**src/rtl/de_regfile_scoreboard_pkg.sv**
```systemverilog
// Shared widths, writeback bus layout and CSR window helper for the decode-stage
// register file and scoreboard.
package de_regfile_scoreboard_pkg;

    localparam int unsigned DBITS      = 32;
    localparam int unsigned REGWORDS   = 32;
    localparam int unsigned REGNOBITS  = 5;
    localparam int unsigned CSRNOBITS  = 12;
    localparam int unsigned CSRWINBITS = 2;
    localparam int unsigned CSR_WORDS  = 4;
    localparam int unsigned SB_CNTBITS = 2;

    localparam logic [CSRNOBITS-1:0] CSR_BASE = 12'h340;

    localparam int unsigned from_WB_to_DE_WIDTH = 1 + REGNOBITS + DBITS + CSRNOBITS + 1;

    typedef struct packed {
        logic                 wr_reg;
        logic [REGNOBITS-1:0] wregno;
        logic [DBITS-1:0]     regval;
        logic [CSRNOBITS-1:0] wcsrno;
        logic                 wr_csr;
    } wb_bus_t;

    typedef logic [SB_CNTBITS-1:0] sb_cnt_t;

    // True when a CSR index falls inside the 4-entry window at CSR_BASE.
    function automatic logic csr_in_window(input logic [CSRNOBITS-1:0] no);
        return no[CSRNOBITS-1:CSRWINBITS] == CSR_BASE[CSRNOBITS-1:CSRWINBITS];
    endfunction

endpackage

```
**src/rtl/de_regfile_scoreboard_sb_counter.sv**
```systemverilog
// Per-register pending-write counter: 2-bit up/down, holds at either end and
// pulses err_c on an overflowing increment or underflowing decrement.
module sb_counter
    import de_regfile_scoreboard_pkg::*;
(
    input  logic    clk,
    input  logic    reset,
    input  logic    inc,
    input  logic    dec,
    output sb_cnt_t cnt,
    output logic    err_c
);

    sb_cnt_t cnt_q;
    sb_cnt_t cnt_d;

    // Coincident inc and dec cancel; a lone step past either end holds and errors.
    always_comb begin
        cnt_d = cnt_q;
        err_c = 1'b0;
        if (inc && !dec) begin
            if (cnt_q == '1) begin
                err_c = 1'b1;
            end else begin
                cnt_d = cnt_q + SB_CNTBITS'(1);
            end
        end else if (dec && !inc) begin
            if (cnt_q == '0) begin
                err_c = 1'b1;
            end else begin
                cnt_d = cnt_q - SB_CNTBITS'(1);
            end
        end
    end

    always_ff @(posedge clk or negedge reset) begin
        if (!reset) begin
            cnt_q <= '0;
        end else begin
            cnt_q <= cnt_d;
        end
    end

    assign cnt = cnt_q;

endmodule

```
**src/rtl/de_regfile_scoreboard.sv**
```systemverilog
// Decode-stage GPR file, CSR window and RAW scoreboard fed by the writeback bus;
// reads bypass the same-cycle writeback value.
module de_regfile_scoreboard
    import de_regfile_scoreboard_pkg::*;
(
    input  logic                           clk,
    input  logic                           reset,
    input  logic [from_WB_to_DE_WIDTH-1:0] from_WB_to_DE,
    input  logic                           issue_valid,
    input  logic                           issue_wr_reg,
    input  logic [REGNOBITS-1:0]           issue_rd,
    input  logic [REGNOBITS-1:0]           rs1_no,
    input  logic [REGNOBITS-1:0]           rs2_no,
    input  logic                           use_rs1,
    input  logic                           use_rs2,
    output logic [DBITS-1:0]               rs1_val,
    output logic [DBITS-1:0]               rs2_val,
    input  logic [CSRNOBITS-1:0]           csr_rd_no,
    output logic [DBITS-1:0]               csr_rd_val,
    output logic                           stall,
    output logic                           sb_err
);

    wb_bus_t wb;
    logic    gpr_we;
    logic    csr_we;
    logic    inc_any;

    assign wb      = wb_bus_t'(from_WB_to_DE);
    assign gpr_we  = wb.wr_reg && (wb.wregno != '0);
    assign csr_we  = wb.wr_csr && csr_in_window(wb.wcsrno);
    assign inc_any = issue_valid && issue_wr_reg && (issue_rd != '0);

    logic [DBITS-1:0] regs_q [REGWORDS];
    logic [DBITS-1:0] regs_d [REGWORDS];
    logic [DBITS-1:0] csr_q  [CSR_WORDS];
    logic [DBITS-1:0] csr_d  [CSR_WORDS];
    logic             sb_err_q;
    logic             sb_err_d;

    // Storage updates; x0 is never written so it stays at its reset value of 0.
    always_comb begin
        regs_d = regs_q;
        csr_d  = csr_q;
        if (gpr_we) begin
            regs_d[wb.wregno] = wb.regval;
        end
        if (csr_we) begin
            csr_d[wb.wcsrno[CSRWINBITS-1:0]] = wb.regval;
        end
    end

    always_ff @(posedge clk or negedge reset) begin
        if (!reset) begin
            for (int unsigned i = 0; i < REGWORDS; i++) begin
                regs_q[i] <= '0;
            end
            for (int unsigned i = 0; i < CSR_WORDS; i++) begin
                csr_q[i] <= '0;
            end
        end else begin
            regs_q <= regs_d;
            csr_q  <= csr_d;
        end
    end

    logic [REGWORDS-1:1] inc_vec;
    logic [REGWORDS-1:1] dec_vec;
    logic [REGWORDS-1:1] err_vec;
    sb_cnt_t             cnt_w [REGWORDS];

    assign cnt_w[0] = '0;

    for (genvar r = 1; r < REGWORDS; r++) begin : g_sb
        assign inc_vec[r] = inc_any && (issue_rd == REGNOBITS'(r));
        assign dec_vec[r] = gpr_we && (wb.wregno == REGNOBITS'(r));

        sb_counter u_cnt (
            .clk   (clk),
            .reset (reset),
            .inc   (inc_vec[r]),
            .dec   (dec_vec[r]),
            .cnt   (cnt_w[r]),
            .err_c (err_vec[r])
        );
    end

    assign sb_err_d = sb_err_q | (|err_vec);

    always_ff @(posedge clk or negedge reset) begin
        if (!reset) begin
            sb_err_q <= 1'b0;
        end else begin
            sb_err_q <= sb_err_d;
        end
    end

    assign sb_err = sb_err_q;

    sb_cnt_t eff1;
    sb_cnt_t eff2;

    // Reads with writeback bypass; a producer retiring this cycle no longer counts as pending.
    always_comb begin
        rs1_val    = '0;
        rs2_val    = '0;
        csr_rd_val = '0;
        if (rs1_no != '0) begin
            rs1_val = (gpr_we && (wb.wregno == rs1_no)) ? wb.regval : regs_q[rs1_no];
        end
        if (rs2_no != '0) begin
            rs2_val = (gpr_we && (wb.wregno == rs2_no)) ? wb.regval : regs_q[rs2_no];
        end
        if (csr_in_window(csr_rd_no)) begin
            csr_rd_val = (csr_we && (wb.wcsrno == csr_rd_no)) ? wb.regval
                                                              : csr_q[csr_rd_no[CSRWINBITS-1:0]];
        end
        eff1  = cnt_w[rs1_no] - SB_CNTBITS'(gpr_we && (wb.wregno == rs1_no));
        eff2  = cnt_w[rs2_no] - SB_CNTBITS'(gpr_we && (wb.wregno == rs2_no));
        stall = (use_rs1 && (eff1 != '0)) || (use_rs2 && (eff2 != '0));
    end

endmodule

```
**config.mk**
```make
export PLATFORM = sky130hd
export DESIGN_NAME = de_regfile_scoreboard
export DESIGN_NICKNAME = d
export VERILOG_FILES = /design/src/rtl/de_regfile_scoreboard_pkg.sv /design/src/rtl/de_regfile_scoreboard_sb_counter.sv /design/src/rtl/de_regfile_scoreboard.sv
export SDC_FILE = /design/constraint.sdc
export NUM_CORES = 2
export LEC_CHECK = 0
export ABC_AREA = 0
export CAP_MARGIN = 20
export CORE_UTILIZATION = 63
export CTS_CLUSTER_SIZE = 25
export DETAILED_ROUTE_END_ITERATION = 8
export PLACE_DENSITY = 0.81
export SLEW_MARGIN = 5
export SYNTH_ARGS = -nofsm -noshare
export SYNTH_HDL_FRONTEND = slang
export SYNTH_HIERARCHICAL = 1
export SYNTH_SLANG_ARGS = --single-unit
```
**constraint.sdc**
```tcl
create_clock -name clk -period 3.74 [get_ports clk]
set_input_delay 0.748 -clock clk [delete_from_list [all_inputs] [get_ports clk]]
set_output_delay 0.748 -clock clk [all_outputs]
set_load 0.01 [all_outputs]
```
After elaboration in Yosys (flattened, before gate mapping)
Cells that the tools add are included.
Widths: inputs -> output; s select.
- register bits after elaboration: 1215
- output and inout bits: 98
- word-level logic and storage cells: 878
- $add $sub $neg: 64
- magnitude comparators: 7
- equality and inequality tests: 160
- mux-type cells: 275
- bitwise logic cells: 6
- reduce and logical (&&, ||, !) cells: 298
- operators with widths (operator ; number):
    $bwmux 1024 ; 1
    $mux 32 ; 14
    $bmux 32 s5 ; 2
    $mux 2 ; 128
    $demux 32 s5 ; 1
    $eq 5x5->1 const B ; 32
    $logic_and 1x1->1 ; 135
    $bwmux 128 ; 1
    $mux 1 ; 124
    $reduce_and 3->1 ; 31
    $eq 5x4->1 const B ; 16
    $reduce_bool 2->1 ; 33
    $bmux 32 s2 ; 1
    $demux 32 s2 ; 1
    $add 2x1->2 const B ; 31
    $eq 2x2->1 const B ; 31
    $logic_not 1->1 ; 62
    $logic_not 2->1 ; 31
    $ne 2x1->1 const B ; 31
    $ne 2x2->1 const B ; 31
    $sub 2x1->2 const B ; 31
    $eq 5x3->1 const B ; 8
    $reduce_or 31->1 ; 1
    $bmux 2 s5 ; 2
    other kinds (15) ; 31

Depth between registers and ports, before layout
- depth in word-level cells: 9
- gate-level depth with buffers: 15
- depth with buffers taken out: 11

Modules after synthesis
The synthesis kept the hierarchy.
- modules (own cells, without submodules) (module ; times used ; cells each ; area an instance (um^2) ; seq. area each (um^2)):
    de_regfile_scoreboard ; 1 ; 4818 ; 62522.5 ; 28852.7
    sb_counter ; 31 ; 14 ; 118.9 ; 50.0

Worst setup path after synthesis
No wires, ideal clock.
- kind: input port to output port
- start: input rs2_no[0]
- end: output rs2_val[0]
- arrival time: 2712 ps
- data required time: 2992 ps
- path slack: 280 ps
- stages: 9
- path buffers: 3
- path through: clkbuf_1 -> clkbuf_1 -> buf_2 -> mux4_2 -> mux4_2 -> nand2_1 -> nand3_1 -> o21ai_0 -> nor2_1
- cells in the longest elaborated chain, start to end: 6
- elaborated cells on any way between the ends: 9
- classes of those cells: eq/ne (1); mux (5); bitwise (1); reduce/logical (2)
- ends and longest elaborated chain (item ; line ; source):
    start: declaration ; de_regfile_scoreboard.sv:13 ; input logic [REGNOBITS-1:0] rs2_no,
    $not 5->6 (implied by the code) ; de_regfile_scoreboard.sv:112 ; rs2_val = (gpr_we && (wb.wregno == rs2_no)) ? wb.regval : regs_q[rs2_no];
    $bmux 32 s5 ; de_regfile_scoreboard.sv:112 ;
    $mux 32 (implied by the code) (2 in series) ; de_regfile_scoreboard.sv:112 ;
    $mux 32 ; de_regfile_scoreboard.sv:112 ;
    $mux 32 * ; de_regfile_scoreboard.sv:111 ; if (rs2_no != '0) begin
    end: declaration ; de_regfile_scoreboard.sv:17 ; output logic [DBITS-1:0] rs2_val,
Mark *: on every way between the ends. The rest lies on a longest branch, timed or not. The select of a mux whose other input is x is not followed.

Worst setup path in the final report
- start: input rs2_no[0]
- end: output rs2_val[14]
Same word-level chain as after synthesis.

==> metrics.txt <==
# TYPE chip_impl_metric gauge
chip_impl_metric{name="global_route_wire_length_before_repair",unit="mm"} 338
chip_impl_metric{name="routed_wirelength",unit="mm"} 232
chip_impl_info{name="dominantRegCellSynth",value="sky130_fd_sc_hd__dfrtp_1"} 1
chip_impl_metric{name="core",unit="um^2"} 104000
chip_impl_metric{name="cts_buffers",unit=""} 130
chip_impl_metric{name="hold_path_depth",unit=""} 0
chip_impl_metric{name="overall_die_area",unit="um^2"} 106000
chip_impl_metric{name="clk_latency",unit="ps"} 760
chip_impl_info{name="synth_top_cell_by_area",value="sky130_fd_sc_hd__dfrtp_1"} 1
chip_impl_metric{name="place.detailed.hpwl",unit="mm"} 128
chip_impl_metric{name="avgViaCountPerCell",unit=""} 7.37
chip_impl_metric{name="fp.dieW",unit="um"} 326
chip_impl_metric{name="detailed_router_iteration_count_before_antenna_repair",unit=""} 8
chip_impl_metric{name="port-buffer-count",unit=""} 181
chip_impl_metric{name="layout.cells.non_filler",unit=""} 7038
chip_impl_metric{name="grt_pass1_vias",unit=""} 53500
chip_impl_info{name="tritoncts",value="done"} 1
chip_impl_metric{name="place.gp.congestion",unit=""} 0.927
chip_impl_metric{name="post_detailed_route_wirelength_per_cell",unit="um"} 32.9
chip_impl_metric{name="cts.clk_slew.worst_paths",unit="ps"} 60
chip_impl_metric{name="finalWorstPathRequiredPeriod",unit="ps"} 3910
chip_impl_metric{name="finalHoldViolations",unit=""} 0
chip_impl_info{name="critical_path_class",value="in -> out"} 1
chip_impl_metric{name="worst_slew_pin_slew",unit="ps"} 993
chip_impl_metric{name="async_reset_ff_share",unit="%"} 100
chip_impl_info{name="status",value="finished, violations left"} 1
chip_impl_metric{name="top_level_ports",unit=""} 182
chip_impl_metric{name="placementRows",unit=""} 118
chip_impl_metric{name="first_iter_violations",unit=""} 7955
chip_impl_metric{name="worst_clock_skew",unit="ps"} 18.8
chip_impl_metric{name="post-place-ws",unit="ps"} -617
chip_impl_info{name="violated_checks",value="negative setup slack"} 1
chip_impl_info{name="rsz0062_at_grt",value="true"} 1
chip_impl_metric{name="synth_top_area_share",unit="%"} 45.9
chip_impl_metric{name="initial_utilization",unit="%"} 63.8
chip_impl_metric{name="final_setup_viols",unit=""} 15
chip_impl_info{name="standard_cell_with_the_maximum_stage_delay_on_the_critical_path",value="sky130_fd_sc_hd__mux4_2"} 1
chip_impl_metric{name="power-per-cell-area",unit="nW/um^2"} 502
chip_impl_metric{name="path_max_fanout",unit=""} 8
chip_impl_info{name="critical_path.top_delay_family",value="multiplexers"} 1
chip_impl_metric{name="yosysSeqAreaShare",unit="%"} 45.9
chip_impl_metric{name="nNetsFinal",unit=""} 5638
chip_impl_metric{name="setup_tns",unit="ps"} -1080
chip_impl_metric{name="cp_num_cells",unit=""} 13
chip_impl_metric{name="relative_slew_margins",unit="%"} 33.8
chip_impl_metric{name="route.detailed.drc",unit=""} 0
chip_impl_metric{name="cts_htree_levels",unit=""} 4
chip_impl_metric{name="critPathRequiredTime",unit="ps"} 2990
chip_impl_metric{name="fp.dieH",unit="um"} 326
chip_impl_metric{name="route.vias.total",unit=""} 51900
chip_impl_metric{name="final-max-slew-violation-count",unit=""} 0
chip_impl_metric{name="drive_gt1_share",unit="%"} 42.4
chip_impl_metric{name="cellLeakagePower",unit="nW"} 36.1
chip_impl_metric{name="synth_warnings",unit=""} 6
chip_impl_metric{name="grt_antenna_before_repair",unit=""} 4
chip_impl_metric{name="nFillCells",unit=""} 5544
chip_impl_info{name="timing.critical_path.mode_cell",value="sky130_fd_sc_hd__buf_16"} 1
chip_impl_metric{name="syn2layout_area_growth",unit="%"} 19.3
chip_impl_metric{name="antenna_left",unit=""} 0
chip_impl_metric{name="cell_variety_after_synth",unit=""} 49
chip_impl_metric{name="p_total",unit="mW"} 39.6
chip_impl_metric{name="peak_supply_drop",unit="mV"} 0.418
chip_impl_metric{name="maximum_number_of_pins_on_one_net_before_global_route_repair",unit=""} 136
chip_impl_info{name="min-delay-path-class",value="reg -> reg"} 1
chip_impl_metric{name="cts-root-to-sink-buffers",unit=""} 3
chip_impl_info{name="type_of_element_capturing_the_critical_path",value="output pin"} 1
chip_impl_metric{name="timing.fmax",unit="GHz"} 0.256
chip_impl_metric{name="synth.avg_cell_area",unit="um^2"} 12.6
chip_impl_info{name="critical_path.cell_chain",value="buf_16 -> buf_16 -> buf_12 -> buf_12 -> buf_16 -> buf_6 -> mux4_2 -> mux4_2 -> nand2_2 -> nand3_2 -> o21ai_1 -> nor2_1 -> buf_2"} 1
chip_impl_info{name="ys_top_cells_by_area",value="sky130_fd_sc_hd__dfrtp_1, sky130_fd_sc_hd__mux4_2, sky130_fd_sc_hd__mux2_2"} 1
chip_impl_metric{name="final.period_utilization",unit="%"} 105
chip_impl_metric{name="final.hold.worst_slack",unit="ps"} 398
chip_impl_metric{name="max_stage_delay",unit="ps"} 550
chip_impl_metric{name="overflow",unit=""} 0
chip_impl_metric{name="dr_wl_met2",unit="mm"} 103
chip_impl_metric{name="synth_cells",unit=""} 5252
chip_impl_metric{name="synth_edf_count",unit=""} 0
chip_impl_info{name="cts.root.buffer_cell",value="sky130_fd_sc_hd__clkbuf_16"} 1
chip_impl_metric{name="synth.ff_latch_count",unit=""} 1215
chip_impl_metric{name="worst-r2r-cell-count",unit=""} 5
chip_impl_metric{name="worst-path-buf-inv",unit=""} 7
chip_impl_info{name="timing.critical_path.from_type",value="primary input"} 1
chip_impl_metric{name="mappedNetlistNets",unit=""} 5336
chip_impl_metric{name="timing.critical_path.arrival",unit="ps"} 3160
chip_impl_metric{name="maxCapViolations",unit=""} 0
chip_impl_info{name="top_routing_layer_used",value="met5"} 1
chip_impl_metric{name="met3_wirelength",unit="mm"} 34.8
chip_impl_metric{name="grt_util_all_layers",unit="%"} 43.4
chip_impl_metric{name="clock_sink_count",unit=""} 1215
chip_impl_metric{name="final_critical_path_setup_slack",unit="ps"} -171
chip_impl_metric{name="route.layer.met1.wl",unit="mm"} 74.3
chip_impl_metric{name="mappedNetlistArea",unit="um^2"} 66200
chip_impl_metric{name="placedCellCount",unit=""} 6667
==> cells in the final DEF, fill, tap and decap left out, types with 22 or more instances in the layout <==
cell type | synthesis | routed
sky130_fd_sc_hd__o31ai_1 | 32 | 32
sky130_fd_sc_hd__nor2b_1 | 37 | 37
sky130_fd_sc_hd__mux4_2 | 699 | 699
sky130_fd_sc_hd__clkbuf_16 | 0 | 140
sky130_fd_sc_hd__dfrtp_1 | 1215 | 1200
sky130_fd_sc_hd__nor3_1 | 41 | 38
sky130_fd_sc_hd__nand2b_1 | 37 | 34
sky130_fd_sc_hd__o21ai_1 | 31 | 39
sky130_fd_sc_hd__buf_6 | 1 | 29
sky130_fd_sc_hd__a211oi_1 | 33 | 27
sky130_fd_sc_hd__clkbuf_8 | 0 | 30
sky130_fd_sc_hd__nand2_1 | 1243 | 1200
sky130_fd_sc_hd__and3b_1 | 32 | 32
sky130_fd_sc_hd__dlygate4sd2_1 | 0 | 49
sky130_fd_sc_hd__buf_2 | 115 | 22
sky130_fd_sc_hd__mux2_2 | 736 | 735
sky130_fd_sc_hd__buf_16 | 0 | 25
sky130_fd_sc_hd__nor2_1 | 204 | 188
sky130_fd_sc_hd__buf_12 | 0 | 123
sky130_fd_sc_hd__nand3_1 | 69 | 54
sky130_fd_sc_hd__nand2_2 | 0 | 38
sky130_fd_sc_hd__mux2i_1 | 77 | 48
sky130_fd_sc_hd__clkdlybuf4s50_1 | 0 | 55
sky130_fd_sc_hd__buf_4 | 2 | 323
sky130_fd_sc_hd__or2b_1 | 31 | 31
sky130_fd_sc_hd__a21oi_1 | 65 | 65
==> power breakdown <==
group / switching [mW] / internal [mW] / total [mW]
Combinational: 3.68 / 4.86 / 8.54
Sequential: 2.02 / 15.3 / 17.3
Clock: 5.70 / 8.08 / 13.8
==> sequential cells by signal (all words and copies together), names as in the netlist <==
name            cells
sb_err              1
regs_q           1024
csr_q             128
g_sb.u_cnt/cnt     62
==> synthesized netlist by cell type (3+ instances only) <==
library cell               count
sky130_fd_sc_hd__or2_2         4
sky130_fd_sc_hd__and3_1        6
sky130_fd_sc_hd__nand3b_1      5
sky130_fd_sc_hd__inv_1        26
sky130_fd_sc_hd__nor3_1       41
sky130_fd_sc_hd__nor4_1       11
sky130_fd_sc_hd__nand2_1    1243
sky130_fd_sc_hd__nand2b_1     37
sky130_fd_sc_hd__nand4b_1      3
sky130_fd_sc_hd__buf_2       115
sky130_fd_sc_hd__o21ai_1      31
sky130_fd_sc_hd__clkbuf_1    344
sky130_fd_sc_hd__o31ai_1      32
sky130_fd_sc_hd__a21oi_1      65
sky130_fd_sc_hd__nor2_1      204
sky130_fd_sc_hd__dfrtp_1    1215
sky130_fd_sc_hd__xor2_1        7
sky130_fd_sc_hd__nand3_1      69
sky130_fd_sc_hd__buf_1        59
sky130_fd_sc_hd__mux2_2      736
sky130_fd_sc_hd__xnor2_1      16
sky130_fd_sc_hd__or2b_1       31
sky130_fd_sc_hd__mux2i_1      77
sky130_fd_sc_hd__nand4_1       8
sky130_fd_sc_hd__mux4_2      699
sky130_fd_sc_hd__nor2b_1      37
sky130_fd_sc_hd__a211oi_1     33
sky130_fd_sc_hd__o21ai_0      33
sky130_fd_sc_hd__mux2_1        4
sky130_fd_sc_hd__and3b_1      32
sky130_fd_sc_hd__nor3b_1       4
==> layer usage <==
layer | vias up | track usage, %
li1 | 19600 | -
met1 | 26000 | 54.2
met2 | 4882 | 63.5
met3 | 1368 | 15.9
met4 | 2 | 29.6
met5 | - | 0
==> cells by family after synthesis <==
kind of cell | after synthesis | synth area share (%)
simple gates | 1742 | 11.0
mux | 1516 | 37.5
flops | 1215 | 45.9
buf+inv | 547 | 3.34
compound gates | 209 | 1.89
xor+xnor | 23 | 0.304
==> final timing paths <==
check | from | slack (ps) | to
setup / recovery | rs2_no[0] | -170 | rs2_val[14]
hold / removal | regs_q[1001] | 400 | regs_q[1001]
max in group asynchronous | reset | 1920 | regs_q[259]
hold reg to reg | regs_q[1001] | 400 | regs_q[1001]
setup reg to reg | g_sb[10].u_cnt/cnt[1] | 1730 | sb_err
min in group asynchronous | reset | 550 | csr_q[31]
==> per-stage QoR <==
step                      util, %  area, um^2
after detailed placement     69.3       71900
after global routing         76.1       79000
after floorplan                 -       66200
final                        76.1       79000
after CTS                    75.4       78300
after global placement       69.3       71900
==> timing repair <==
action	4_1_cts	5_1_grt
hold buffers	1	0
gates resized for setup	387	142
gates cloned	16	5
setup buffers	89	33
endpoints found under the hold margin	21	0
endpoints found under the setup margin	97	77
pin swaps	24	28
==> final cells by class <==
cell class                 count  area, um^2  share of cell area [%]
inverter                      26        97.6                   0.124
sequential                  1215       30400                    38.5
timing repair buffer         691        7810                    9.89
tap                         1380        1730                    2.19
clock inverter                50         669                   0.847
antenna                        3        7.51                 0.00950
multi-input combinational   3490       34400                    43.6
clock buffer                 183        3860                    4.88
Power figures use the tool's default switching activity.
